<file path="config.mk">
export PLATFORM = sky130hd
export DESIGN_NAME = dk_audio_mix_sched_flat
export DESIGN_NICKNAME = d
export VERILOG_FILES = /design/src/rtl/dk_audio_mix_sched_if.sv /design/src/rtl/dk_audio_mix_sched.sv /design/src/flat_wrapper.sv
export SDC_FILE = /design/constraint.sdc
export NUM_CORES = 1
export LEC_CHECK = 0
export ABC_AREA = 1
export BUFFER_PORTS_ARGS = -buffer_cell sky130_fd_sc_hd__buf_2
export CAP_MARGIN = 20
export CORE_MARGIN = 5
export CORE_UTILIZATION = 55
export DETAILED_ROUTE_END_ITERATION = 16
export GPL_TIMING_DRIVEN = 0
export PLACE_DENSITY_LB_ADDON = 0.05
export RECOVER_POWER = 50
export SLEW_MARGIN = 20
export SYNTH_ARGS = -nofsm -noshare
export SYNTH_HDL_FRONTEND = slang
export SYNTH_SLANG_ARGS = --single-unit
</file>
<file path="constraint.sdc">
create_clock -name clk -period 9.7 [get_ports clk]
set_input_delay 2.425 -clock clk [delete_from_list [all_inputs] [get_ports clk]]
set_output_delay 2.425 -clock clk [all_outputs]
set_load 0.05 [all_outputs]
</file>
<file path="src/rtl/dk_audio_mix_sched_if.sv">
`default_nettype none
// ============================================================================
// Module  : dk_audio_mix_sched_if
// Brief   : Sample tick, channel bus and mixed-sample outputs of the mixer.
//           Optional DK_AUDIO_MIX_MUTE_EN adds the per-channel mute vector.
// Revision: 1.0 - initial release
// ============================================================================
interface dk_audio_mix_sched_if #(
    parameter int NUM_CH = 4,
    parameter int GAIN_W = 8
);
    logic                       audio_clk_en;
    logic [NUM_CH*16-1:0]       ch_in;
    logic [NUM_CH*GAIN_W-1:0]   ch_gain;
`ifdef DK_AUDIO_MIX_MUTE_EN
    logic [NUM_CH-1:0]          ch_mute;
`endif
    logic [15:0]                mix_out;
    logic                       mix_valid;
    logic                       busy;
    logic                       overrun;

`ifdef DK_AUDIO_MIX_MUTE_EN
    modport master (output audio_clk_en, ch_in, ch_gain, ch_mute,
                    input  mix_out, mix_valid, busy, overrun);
    modport slave  (input  audio_clk_en, ch_in, ch_gain, ch_mute,
                    output mix_out, mix_valid, busy, overrun);
`else
    modport master (output audio_clk_en, ch_in, ch_gain,
                    input  mix_out, mix_valid, busy, overrun);
    modport slave  (input  audio_clk_en, ch_in, ch_gain,
                    output mix_out, mix_valid, busy, overrun);
`endif
endinterface
`default_nettype wire

</file>
<file path="src/rtl/dk_audio_mix_sched.sv">
`default_nettype none
// ============================================================================
// Module  : dk_audio_mix_sched
// Brief   : Time-multiplexed saturating mixer, one shared MAC stepped through
//           the channels per sample tick. Option macro: DK_AUDIO_MIX_MUTE_EN.
// Revision: 1.0 - initial release
// ============================================================================
module dk_audio_mix_sched #(
    parameter int NUM_CH = 4,
    parameter int GAIN_W = 8
) (
    input  wire logic                clk,
    input  wire logic                reset,
    dk_audio_mix_sched_if.slave      bus
);
    localparam int IDX_W = $clog2(NUM_CH);
    localparam int ACC_W = 16 + GAIN_W + $clog2(NUM_CH) + 1;

    localparam logic signed [ACC_W-1:0] C_RND = ACC_W'(1) <<< (GAIN_W - 2);
    localparam logic signed [ACC_W-1:0] C_MAX = ACC_W'(32767);
    localparam logic signed [ACC_W-1:0] C_MIN = -(ACC_W'(32768));

    typedef enum logic [1:0] {
        S_IDLE = 2'd0,
        S_MAC  = 2'd1,
        S_OUT  = 2'd2
    } state_t;

    state_t                     r_state_q,     w_state_d;
    logic [IDX_W-1:0]           r_idx_q,       w_idx_d;
    logic signed [ACC_W-1:0]    r_acc_q,       w_acc_d;
    logic [NUM_CH*16-1:0]       r_snap_in_q,   w_snap_in_d;
    logic [NUM_CH*GAIN_W-1:0]   r_snap_gain_q, w_snap_gain_d;
    logic signed [15:0]         r_mix_out_q,   w_mix_out_d;
    logic                       r_mix_valid_q, w_mix_valid_d;
    logic                       r_busy_q,      w_busy_d;
    logic                       r_overrun_q,   w_overrun_d;
`ifdef DK_AUDIO_MIX_MUTE_EN
    logic [NUM_CH-1:0]          r_snap_mute_q, w_snap_mute_d;
`endif

    logic signed [15:0]         w_sel_in;
    logic [GAIN_W-1:0]          w_sel_gain;
    logic signed [ACC_W-1:0]    w_prod;
    logic signed [ACC_W-1:0]    w_rnd;
    logic signed [15:0]         w_sat;

    // The single shared multiplier: gain is zero-extended so it multiplies as a positive value.
    always_comb begin
        w_sel_in   = r_snap_in_q[int'(r_idx_q)*16 +: 16];
        w_sel_gain = r_snap_gain_q[int'(r_idx_q)*GAIN_W +: GAIN_W];
`ifdef DK_AUDIO_MIX_MUTE_EN
        if (r_snap_mute_q[r_idx_q]) begin
            w_sel_gain = '0;
        end
`endif
        w_prod = ACC_W'(w_sel_in) * ACC_W'($signed({1'b0, w_sel_gain}));
    end

    // Half-up rounding then clamp to the 16-bit signed range.
    always_comb begin
        w_rnd = (r_acc_q + C_RND) >>> (GAIN_W - 1);
        if (w_rnd > C_MAX) begin
            w_sat = 16'sh7FFF;
        end else if (w_rnd < C_MIN) begin
            w_sat = 16'sh8000;
        end else begin
            w_sat = w_rnd[15:0];
        end
    end

    always_comb begin
        w_state_d     = r_state_q;
        w_idx_d       = r_idx_q;
        w_acc_d       = r_acc_q;
        w_snap_in_d   = r_snap_in_q;
        w_snap_gain_d = r_snap_gain_q;
        w_mix_out_d   = r_mix_out_q;
        w_mix_valid_d = 1'b0;
        w_overrun_d   = r_overrun_q;
`ifdef DK_AUDIO_MIX_MUTE_EN
        w_snap_mute_d = r_snap_mute_q;
`endif
        case (r_state_q)
            S_IDLE: begin
                if (bus.audio_clk_en) begin
                    w_snap_in_d   = bus.ch_in;
                    w_snap_gain_d = bus.ch_gain;
`ifdef DK_AUDIO_MIX_MUTE_EN
                    w_snap_mute_d = bus.ch_mute;
`endif
                    w_acc_d       = '0;
                    w_idx_d       = '0;
                    w_state_d     = S_MAC;
                end
            end
            S_MAC: begin
                w_acc_d = r_acc_q + w_prod;
                if (r_idx_q == IDX_W'(NUM_CH - 1)) begin
                    w_idx_d   = '0;
                    w_state_d = S_OUT;
                end else begin
                    w_idx_d = r_idx_q + IDX_W'(1);
                end
            end
            S_OUT: begin
                w_mix_out_d   = w_sat;
                w_mix_valid_d = 1'b1;
                w_state_d     = S_IDLE;
            end
            default: begin
                w_state_d = S_IDLE;
            end
        endcase
        // A tick arriving while a mix is still running is dropped and flagged.
        if (bus.audio_clk_en && (r_state_q != S_IDLE)) begin
            w_overrun_d = 1'b1;
        end
        w_busy_d = (w_state_d != S_IDLE);
    end

    always_ff @(posedge clk) begin
        if (reset) begin
            r_state_q     <= S_IDLE;
            r_idx_q       <= '0;
            r_acc_q       <= '0;
            r_snap_in_q   <= '0;
            r_snap_gain_q <= '0;
            r_mix_out_q   <= '0;
            r_mix_valid_q <= 1'b0;
            r_busy_q      <= 1'b0;
            r_overrun_q   <= 1'b0;
`ifdef DK_AUDIO_MIX_MUTE_EN
            r_snap_mute_q <= '0;
`endif
        end else begin
            r_state_q     <= w_state_d;
            r_idx_q       <= w_idx_d;
            r_acc_q       <= w_acc_d;
            r_snap_in_q   <= w_snap_in_d;
            r_snap_gain_q <= w_snap_gain_d;
            r_mix_out_q   <= w_mix_out_d;
            r_mix_valid_q <= w_mix_valid_d;
            r_busy_q      <= w_busy_d;
            r_overrun_q   <= w_overrun_d;
`ifdef DK_AUDIO_MIX_MUTE_EN
            r_snap_mute_q <= w_snap_mute_d;
`endif
        end
    end

    assign bus.mix_out   = r_mix_out_q;
    assign bus.mix_valid = r_mix_valid_q;
    assign bus.busy      = r_busy_q;
    assign bus.overrun   = r_overrun_q;

endmodule
`default_nettype wire

</file>
<file path="src/flat_wrapper.sv">
// flat-port wrapper written by rule: the top's interface ports become plain ports
module dk_audio_mix_sched_flat 
#(
    parameter int NUM_CH = 4,
    parameter int GAIN_W = 8
)
  (clk, reset, bus_audio_clk_en, bus_ch_in, bus_ch_gain, bus_mix_out, bus_mix_valid, bus_busy, bus_overrun);
  dk_audio_mix_sched_if #(.NUM_CH(NUM_CH), .GAIN_W(GAIN_W)) bus_i ();
  input  wire logic clk;
  input  wire logic reset;
  input wire logic [$bits(bus_i.audio_clk_en)-1:0] bus_audio_clk_en;
  input wire logic [$bits(bus_i.ch_in)-1:0] bus_ch_in;
  input wire logic [$bits(bus_i.ch_gain)-1:0] bus_ch_gain;
  output wire logic [$bits(bus_i.mix_out)-1:0] bus_mix_out;
  output wire logic [$bits(bus_i.mix_valid)-1:0] bus_mix_valid;
  output wire logic [$bits(bus_i.busy)-1:0] bus_busy;
  output wire logic [$bits(bus_i.overrun)-1:0] bus_overrun;
  assign bus_i.audio_clk_en = bus_audio_clk_en;
  assign bus_i.ch_in = bus_ch_in;
  assign bus_i.ch_gain = bus_ch_gain;
  assign bus_mix_out = bus_i.mix_out;
  assign bus_mix_valid = bus_i.mix_valid;
  assign bus_busy = bus_i.busy;
  assign bus_overrun = bus_i.overrun;
  dk_audio_mix_sched #(.NUM_CH(NUM_CH), .GAIN_W(GAIN_W)) u_core (.clk(clk), .reset(reset), .bus(bus_i));
endmodule
</file>
==> results_dict.tcl, run 1 <==
set metrics [dict create \
    status "finished clean" \
    cpPeakStageDelay_ns 0.66 \
    wl_mm 36.3 \
    place_ws_ns 1.60 \
    fp.dieH_microns 161 \
    max_slew.worst_pin.slew_ns 0.959 \
    critPathTopFamily "adder cells" \
    switching_share_pct 45.9 \
    report.final.slew_viol_count 0 \
    tritoncts "done" \
    fin_crit_sh_pct 84.8 \
    syn-num-nets 2088 \
    cp_num_buf_inv 7 \
    synth_top_flop_cell "dfxtp_1" \
    first_iter_violations 850 \
    area_growth_syn_to_layout_pct 12.2 \
    die_w_microns 161 \
    p_leak_nw 6.83 \
    grt_pass1_vias 11600 \
    synth_cells 1806 \
    drive_gt1_share_pct 9.37 \
    pwr-share-clk_pct 25.7 \
    nFillCells 2204 \
    routedWlPerCell_microns 16.2 \
    pwr-share-seq_pct 26.8 \
    ys_ff_latch 146 \
    die_area_sq_um 26000 \
    final_common_cell "nor2_1" \
    htree_levels 4 \
    hpwl_mm 30.0 \
    worstHoldStart "u_core.bus.overrun" \
    final_cell_mix "nor2_1, nand2_1, inv_1" \
    rows 55 \
    cp.required_ns 10.04 \
    vias 11800 \
    cp_max_fo 10 \
    clk_latency_ns 0.43 \
    syn_area_sq_um 12600 \
    whs_ns 0.466 \
    max_slew_margin_pct 36.1 \
    worstSetupStartpointType "flop" \
    worst_ep_arrival_time_ns 8.57 \
    ant_nets 0 \
    whs_path_depth 2 \
    fin_ws_ns 1.47 \
    multiInputGateArea_sq_um 8370 \
    num_io_pins 118 \
    whs_endpoint "u_core.bus.overrun" \
    synth_edf_count 0 \
    cts_root_buf "clkbuf_16" \
    first_pass_iters 7 \
    clockBufferDepth 2 \
    crit_type "reg -> reg" \
    clock_skew_ns 0.0183 \
    nets 2223 \
    cts_buffers 17 \
    max_cap_viol_count 0 \
    async_flop_share_pct 0 \
    reg2reg_depth 31 \
    grt_usage_pct 28.2 \
    peakVddDrop_mv 0.115 \
    regArea_sq_um 2920 \
    fmax_ghz 0.122 \
    hp-class "reg -> reg" \
    yosysSeqAreaShare_pct 23.3 \
    layout_min_cycle_time_ns 8.23 \
    cp_slowest_cell "a32oi_1" \
    core_sq_um 22600 \
    synth_top_area_cell "dfxtp_1" \
    cts_resized 0 \
    grt_antenna_before_repair 0 \
    gp_congestion 0.937 \
    setup.worst_path.end_class "flop" \
    final_hold_viol_count 0 \
    n_antenna_cell 0 \
    r2r_slack_ns 1.47 \
    clock_sinks 146 \
    grt-ovfl-total 0 \
    ys_top_cells_by_area "dfxtp_1, fa_1, nor2_1, nand2_1, ha_1" \
    grt_max_degree 20 \
    postCtsSetupRepairBufs 0 \
    power.share.combinational_pct 47.5 \
    synth_top_area_share_pct 23.3 \
    synth.distinct_cells 45 \
    initial_core_util_pct 55.7 \
    clk_pin_slew_ns 0.07 \
    r2r_end "u_core.r_acc_q[26]" \
    via_per_inst 5.29 \
    grt_pass1_wl_mm 58.8 \
    p_int_w 0.00145 \
    postSynthAreaPerCell_sq_um 6.96 \
    r2r-start "u_core.r_idx_q[0]" \
    portBuffers 116 \
    fin_setup_tns_ns 0 \
    switching_power_w 0.00123 \
    power_density_nw_per_um2 189 \
    rsz0062_at_grt "no" \
    setup_viol 0 \
    ctsHoldBuffers 0 \
    synth_warnings 0 \
    drc 0 \
]
-- worst reg2reg max path, delay by kind of cell, from the launching register on --
family                   cells  cell delay (ns)
buffers and inverters        7             1.50
XOR/XNOR                     1             0.29
AO/OA/AOI/OAI               10             2.19
AND/OR/NAND/NOR              7             0.96
adder cells (fa/ha/maj)      6             2.89
flip-flops                   1             0.35
-- through the flow --
step	util [%]	area (sq um)	power, W	cells
after floorplan	-	12600	0.00162	1806
after global placement	59.8	13500	0.00196	2207
after detailed placement	59.8	13500	0.00198	2207
after CTS	62.6	14100	0.00268	2239
after global routing	62.5	14100	0.00288	2239
final	62.5	14100	0.00267	2239
-- registers in the layout, indices dropped and copies added, names as in the netlist --
register / cells
u_core.bus.overrun: 1
u_core.bus.busy: 1
u_core.r_acc_q: 27
u_core.r_state_q: 2
u_core.r_snap_in_q: 64
u_core.bus.mix_valid: 1
u_core.r_snap_gain_q: 32
u_core.r_idx_q: 2
u_core.bus.mix_out: 16
-- area by class of cell --
| type | instances | share of cell area (%) |
|---|---|---|
| buffer | 64 | 1.82 |
| clock buffer | 17 | 3.02 |
| clock inverter | 15 | 1.41 |
| inverter | 272 | 7.26 |
| multi-input combinational | 1324 | 59.3 |
| sequential | 146 | 20.7 |
| tap | 285 | 2.53 |
| timing repair buffer | 116 | 3.95 |
-- power groups by stage --
stage | sequential (W) | clock [W] | combinational (W)
finish | 0.000716 | 0.000686 | 0.00127
global route | 0.000723 | 0.000724 | 0.00143
CTS | 0.000715 | 0.000696 | 0.00126
detailed placement | 0.000729 | 0 | 0.00126
global placement | 0.000728 | 0 | 0.00124
floorplan | 0.000708 | 0 | 0.000911
-- metal layers --
layer | routed length [microns] | up-vias | track usage, %
li1 | - | 5984 | -
met1 | 16700 | 5381 | 38.9
met2 | 15900 | 397 | 44.8
met3 | 2410 | 75 | 4.77
met4 | 1350 | 0 | 10.6
met5 | 0 | - | 0
-- cells in the mapped netlist (18+ instances only) --
cell / instances
fa_1: 103
nor2_1: 337
clkbuf_1: 51
o21ai_0: 158
nand3_1: 51
ha_1: 80
dfxtp_1: 146
nand2_1: 328
nand4_1: 18
inv_1: 265
xor2_1: 18
a32oi_1: 18
a21oi_1: 118
-- how the worst max path moves through the flow --
stage               slack (ns)  cells after the start              start                 end
detailed placement        1.60                     30  u_core.r_idx_q[0]  u_core.r_acc_q[17]
global placement          1.55                     30  u_core.r_idx_q[0]  u_core.r_acc_q[17]
global route              0.99                     34  u_core.r_idx_q[0]  u_core.r_acc_q[26]
floorplan                 3.33                     31  u_core.r_idx_q[0]  u_core.r_acc_q[19]
finish                    1.47                     31  u_core.r_idx_q[0]  u_core.r_acc_q[26]
CTS                       1.56                     30  u_core.r_idx_q[0]  u_core.r_acc_q[26]
-- cells by family (layout without fill, tap and decap cells) --
group	Yosys count	after routing	share of synthesized area, %
compound gates	329	329	14.5
xor+xnor	29	29	2.02
fa+ha+maj	183	183	24.4
buf+inv	336	484	10.2
flops	146	146	23.3
simple gates	783	783	25.7
Note: power is estimated with default switching activity, not from simulation.
==> run 2, diff against run 1 <==
clock period = 8 ns   (was 9.7 ns; I/O delays follow)
==> results_dict.tcl, run 2 (synthesis gave the netlist of run 1 again) <==
set metrics [dict create \
    reg2reg_depth 33 \
    switching_share_pct 45.8 \
    setup_viol 0 \
    drive_gt1_share_pct 10.5 \
    ant_nets 0 \
    clockBufferDepth 2 \
    hp-class "reg -> reg" \
    cts_root_buf "clkbuf_16" \
    switching_power_w 0.00149 \
    layout_min_cycle_time_ns 7.58 \
    grt_max_degree 20 \
    clk_pin_slew_ns 0.07 \
    pwr-share-seq_pct 26.6 \
    report.final.slew_viol_count 0 \
    r2r-start "u_core.r_idx_q[0]" \
    drc 0 \
    final_common_cell "nor2_1" \
    area_growth_syn_to_layout_pct 13.8 \
    cpPeakStageDelay_ns 0.54 \
    max_slew_margin_pct 53.4 \
    place_ws_ns -0.105 \
    hpwl_mm 30.0 \
    final_hold_viol_count 0 \
    via_per_inst 5.31 \
    grt_usage_pct 28.2 \
    p_leak_nw 6.87 \
    grt_pass1_wl_mm 58.8 \
    first_pass_iters 8 \
    worstSetupStartpointType "flop" \
    fp.dieH_microns 161 \
    final_cell_mix "nor2_1, nand2_1, inv_1" \
    pwr-share-clk_pct 25.6 \
    initial_core_util_pct 55.7 \
    regMostFlops "u_core.r_snap_in_q" \
    fin_ws_ns 0.425 \
    worst_path_most_repeated_cell "inv_1" \
    max_cap_viol_count 0 \
    peakVddDrop_mv 0.140 \
    tritoncts "done" \
    r2r_end "u_core.r_acc_q[26]" \
    die_area_sq_um 26000 \
    r2r_slack_ns 0.42 \
    worstHoldStart "u_core.bus.overrun" \
    max_slew.worst_pin.slew_ns 0.698 \
    whs_path_depth 2 \
    grt-ovfl-total 0 \
    n_antenna_cell 0 \
    setup.worst_path.end_class "flop" \
    clock_sinks 146 \
    core_sq_um 22600 \
    rows 55 \
    clock_skew_ns 0.0173 \
    fin_total_pwr_w 0.00326 \
    grt_antenna_before_repair 0 \
    power.share.combinational_pct 47.7 \
    grt_pass1_vias 11600 \
    nets 2225 \
    routedWlPerCell_microns 16.3 \
    clk_latency_ns 0.43 \
    gp_congestion 0.937 \
    num_io_pins 118 \
    cp_slowest_cell "fa_1" \
    first_iter_violations 955 \
    power_density_nw_per_um2 228 \
    cts_buffers 17 \
    crit_type "reg -> reg" \
    whs_endpoint "u_core.bus.overrun" \
    die_w_microns 161 \
    status "finished clean" \
    p_int_w 0.00176 \
    cp.required_ns 8.35 \
    vias 11900 \
    whs_ns 0.466 \
    htree_levels 4 \
    cp_max_fo 10 \
    fmax_ghz 0.132 \
    portBuffers 116 \
    reg_top3 "u_core.r_snap_in_q: 64 flops, u_core.r_snap_gain_q: 32 flops, u_core.r_acc_q: 27 flops" \
    critPathTopFamily "adder cells" \
    largest_register_ffs 64 \
    fin_crit_sh_pct 94.7 \
    worst_ep_arrival_time_ns 7.92 \
    wl_mm 36.6 \
    cp_num_buf_inv 10 \
]
==> run 2: cell types whose count changed in the layout (fill, tap and decap cells not counted) <==
cell      delta
a32oi_1     -14
a32oi_2      +8
clkbuf_2     +7
a32oi_4      +6
clkbuf_1     -5
buf_1        -2
buf_4        +2
==> run 2: per-stage QoR <==
stage	cells	area [sq um]	setup TNS [ns]	util [%]
2_1_floorplan	1806	12600	0	-
3_3_place_gp	2207	13500	-0.231	59.8
3_5_place_dp	2207	13500	-0.346	59.8
4_1_cts	2239	14100	0	62.7
5_1_grt	2241	14300	-0.00328	63.4
6_report	2241	14300	0	63.4
==> run 2: power groups by stage <==
stage               registers (W)  logic [W]  clock network (W)
floorplan                0.000859    0.00110                  0
CTS                      0.000867    0.00153           0.000844
global placement         0.000882    0.00150                  0
global route             0.000877    0.00175           0.000877
detailed placement       0.000883    0.00152                  0
finish                   0.000868    0.00156           0.000834
==> run 2: cell type report <==
cell class                      instances  area, sq um
Buffer                                 64          265
Clock buffer                           17          425
Clock inverter                         15          199
Fill cell                            2169         8270
Inverter                              272         1020
Multi-Input combinational cell       1324         8540
Sequential cell                       146         2920
Tap cell                              285          357
Timing Repair Buffer                  118          572
==> run 2: how the worst max path moves through the flow <==
stage | from | to | slack (ns) | cells past startpoint
after floorplan | u_core.r_idx_q[0] | u_core.r_acc_q[19] | 1.63 | 31
after global placement | u_core.r_idx_q[0] | u_core.r_acc_q[17] | -0.15 | 30
after detailed placement | u_core.r_idx_q[0] | u_core.r_acc_q[17] | -0.10 | 30
after CTS | u_core.r_idx_q[0] | u_core.r_acc_q[26] | 0.07 | 30
after global routing | u_core.r_idx_q[0] | u_core.r_acc_q[26] | -0.003 | 34
final | u_core.r_idx_q[0] | u_core.r_acc_q[26] | 0.42 | 33
==> run 2: timing repair <==
item | 4_1_cts | 5_1_grt
cloned | 0 | 0
hold buffers | 0 | 0
gates resized for setup | 2 | 30
pin swaps | 0 | 2
setup endpoints to repair | 5 | 14
setup buffers | 0 | 2
==> run 2: worst register-to-register path: cells and delay by family (launching register included) <==
kind | cells | cell delay (ns)
AOI/OAI and AO/OA | 8 | 1.60
DFF | 1 | 0.35
and+or+nand+nor | 8 | 1.28
xor gates and xnor gates | 1 | 0.29
adders and majority gates | 6 | 2.81
buffers and inverters | 10 | 1.17
==> run 2: per-layer routing <==
metal  vias to the layer above  global-route usage (%)  wire [microns]
met5                         -                       0               0
met1                      5414                    38.9           16600
met3                        69                    4.59            2580
met2                       438                    45.0           16100
met4                         0                    10.3            1280
li1                       5989                       -               -
==> run 3, diff against run 2 <==
CORE_UTILIZATION = 40   (was 55)
==> results_dict.tcl, run 3 (synthesis gave the netlist of run 1 again) <==
set metrics [dict create \
    setup.worst_path.end_class "flop" \
    clock_sinks 146 \
    wl_mm 38.3 \
    grt_usage_pct 21.9 \
    grt_max_degree 17 \
    crit_type "reg -> reg" \
    cts_buffers 17 \
    layout_min_cycle_time_ns 7.50 \
    status "finished clean" \
    hp-class "reg -> reg" \
    final_common_cell "nor2_1" \
    p_int_w 0.00184 \
    switching_power_w 0.00143 \
    grt_pass1_vias 11600 \
    power_density_nw_per_um2 227 \
    max_slew_margin_pct 54.1 \
    final_cell_mix "nor2_1, nand2_1, inv_1" \
    switching_share_pct 43.8 \
    top_usage_layer "met2" \
    cp_max_fo 10 \
    final_hold_viol_count 0 \
    largest_register_ffs 64 \
    tritoncts "done" \
    area_growth_syn_to_layout_pct 14.9 \
    die_w_microns 187 \
    place_ws_ns -0.260 \
    nets 2223 \
    fmax_ghz 0.133 \
    power.share.combinational_pct 47.0 \
    reg_top3 "u_core.r_snap_in_q: 64 flops, u_core.r_snap_gain_q: 32 flops, u_core.r_acc_q: 27 flops" \
    fin_ws_ns 0.500 \
    peakVddDrop_mv 0.169 \
    rows 65 \
    first_iter_violations 742 \
    clk_pin_slew_ns 0.06 \
    grt_antenna_before_repair 0 \
    pwr-share-seq_pct 26.5 \
    clockBufferDepth 2 \
    core_sq_um 31300 \
    vias 11700 \
    report.final.slew_viol_count 0 \
    worstSetupStartpointType "flop" \
    grt_pass1_wl_mm 61.7 \
    via_per_inst 4.96 \
    portBuffers 116 \
    p_leak_nw 6.87 \
    n_antenna_cell 0 \
    routedWlPerCell_microns 16.2 \
    fp.dieH_microns 187 \
    instances_no_fill 2355 \
    grt_util_met1_pct 30.3 \
    place_inst 2324 \
    use_met2_pct 36.8 \
    ctsHoldBuffers 0 \
    ant_nets 0 \
    drc 0 \
    placed_area_sq_um 13700 \
    gp_congestion 0.912 \
    rsz0062_at_grt "no" \
    regMostFlops "u_core.r_snap_in_q" \
    hpwl_mm 31.8 \
    clock_skew_ns 0.00907 \
    drive_gt1_share_pct 10.5 \
    htree_levels 4 \
    fin_crit_sh_pct 93.7 \
    die_area_sq_um 35100 \
    cts_root_buf "clkbuf_16" \
    cp.required_ns 8.29 \
    clk_latency_ns 0.44 \
    max_slew.worst_pin.slew_ns 0.689 \
    first_pass_iters 5 \
    pwr-share-clk_pct 26.5 \
    num_io_pins 118 \
    grt_util_met3_pct 2.80 \
    setup_viol 0 \
    initial_core_util_pct 40.1 \
    final_cell_area_sq_um 14400 \
    max_cap_viol_count 0 \
    nFillCells 3310 \
    worst_ep_arrival_time_ns 7.78 \
    grt-ovfl-total 0 \
]
==> run 3: changes by cell type in the layout (fill, tap and decap cells not counted), moves of 2 or more <==
cell	before	now
a32oi_2	11	8
a32oi_1	4	6
clkbuf_8	0	2
inv_12	3	0
clkinvlp_4	0	2
clkinv_8	5	0
clkbuf_1	65	62
buf_4	2	0
bufinv_16	0	3
==> run 3: critical path: stages (launching register included) <==
cell and delay [ns]:
dfxtp_1 0.38, inv_2 0.20, clkbuf_4 0.32, o21ai_0 0.15
o22ai_1 0.36, inv_1 0.27, clkbuf_2 0.29, nor2_1 0.15
ha_1 0.25, fa_1 0.53, fa_1 0.55, inv_1 0.06
fa_1 0.59, inv_1 0.06, ha_1 0.37, a21oi_1 0.28
o211ai_1 0.15, a31oi_1 0.30, o21ai_0 0.16, xor2_1 0.38
ha_1 0.36, nand2_1 0.16, o21ai_0 0.16, a21oi_1 0.21
nand3_1 0.18, or2_2 0.31, nand3_1 0.07, a21oi_1 0.07
==> run 3: final cells by class <==
| class | count | area (sq um) | area share [%] |
|---|---|---|---|
| multi-input cells | 1324 | 8540 | 59.1 |
| flip-flops and latches | 146 | 2920 | 20.2 |
| inverters | 272 | 1020 | 7.09 |
| repair buffers | 116 | 557 | 3.86 |
| well taps | 402 | 503 | 3.48 |
| clock buffers | 19 | 453 | 3.14 |
| plain buffers | 64 | 272 | 1.88 |
| clock inverters | 12 | 170 | 1.18 |
==> run 3: routing by layer <==
layer  vias up  routed length, microns
li1       5987                       -
met1      5429                   18200
met2       228                   18100
met3        32                    1300
met4         0                     680
met5         -                       0
==> run 3: worst paths after layout <==
path / start / to / slack, ns / cells past startpoint
worst max-delay path: u_core.r_idx_q[1] / u_core.r_acc_q[17] / 0.50 / 27
worst min-delay path: u_core.bus.overrun / u_core.bus.overrun / 0.46 / 2
worst max register to register: u_core.r_idx_q[1] / u_core.r_acc_q[17] / 0.50 / 27
worst min register to register: u_core.bus.overrun / u_core.bus.overrun / 0.46 / 2
==> run 3: through the flow <==
stage | TNS, ns | total power, W | hold slack [ns] | utilization (%)
2_1_floorplan | 0 | 0.00196 | 0.445 | -
3_3_place_gp | -1.27 | 0.00241 | 0.454 | 43.6
3_5_place_dp | -1.06 | 0.00242 | 0.463 | 43.6
4_1_cts | 0 | 0.00329 | 0.474 | 45.7
5_1_grt | 0 | 0.00356 | 0.486 | 46.1
6_report | 0 | 0.00327 | 0.464 | 46.1
==> run 3: what timing repair did <==
| item | in CTS | in global routing |
|---|---|---|
| resized for setup | 5 | 37 |
| gates cloned | 0 | 0 |
| buffers inserted | 0 | 0 |
| endpoints found under the setup margin | 8 | 14 |
| pin swaps | 0 | 0 |
==> run 3: power by group through the flow <==
stage / sequential [W] / clock [W] / combinational (W)
finish: 0.000869 / 0.000867 / 0.00154
global route: 0.000878 / 0.000915 / 0.00177
CTS: 0.000870 / 0.000880 / 0.00154
detailed placement: 0.000886 / 0 / 0.00153
global placement: 0.000885 / 0 / 0.00152
floorplan: 0.000859 / 0 / 0.00110
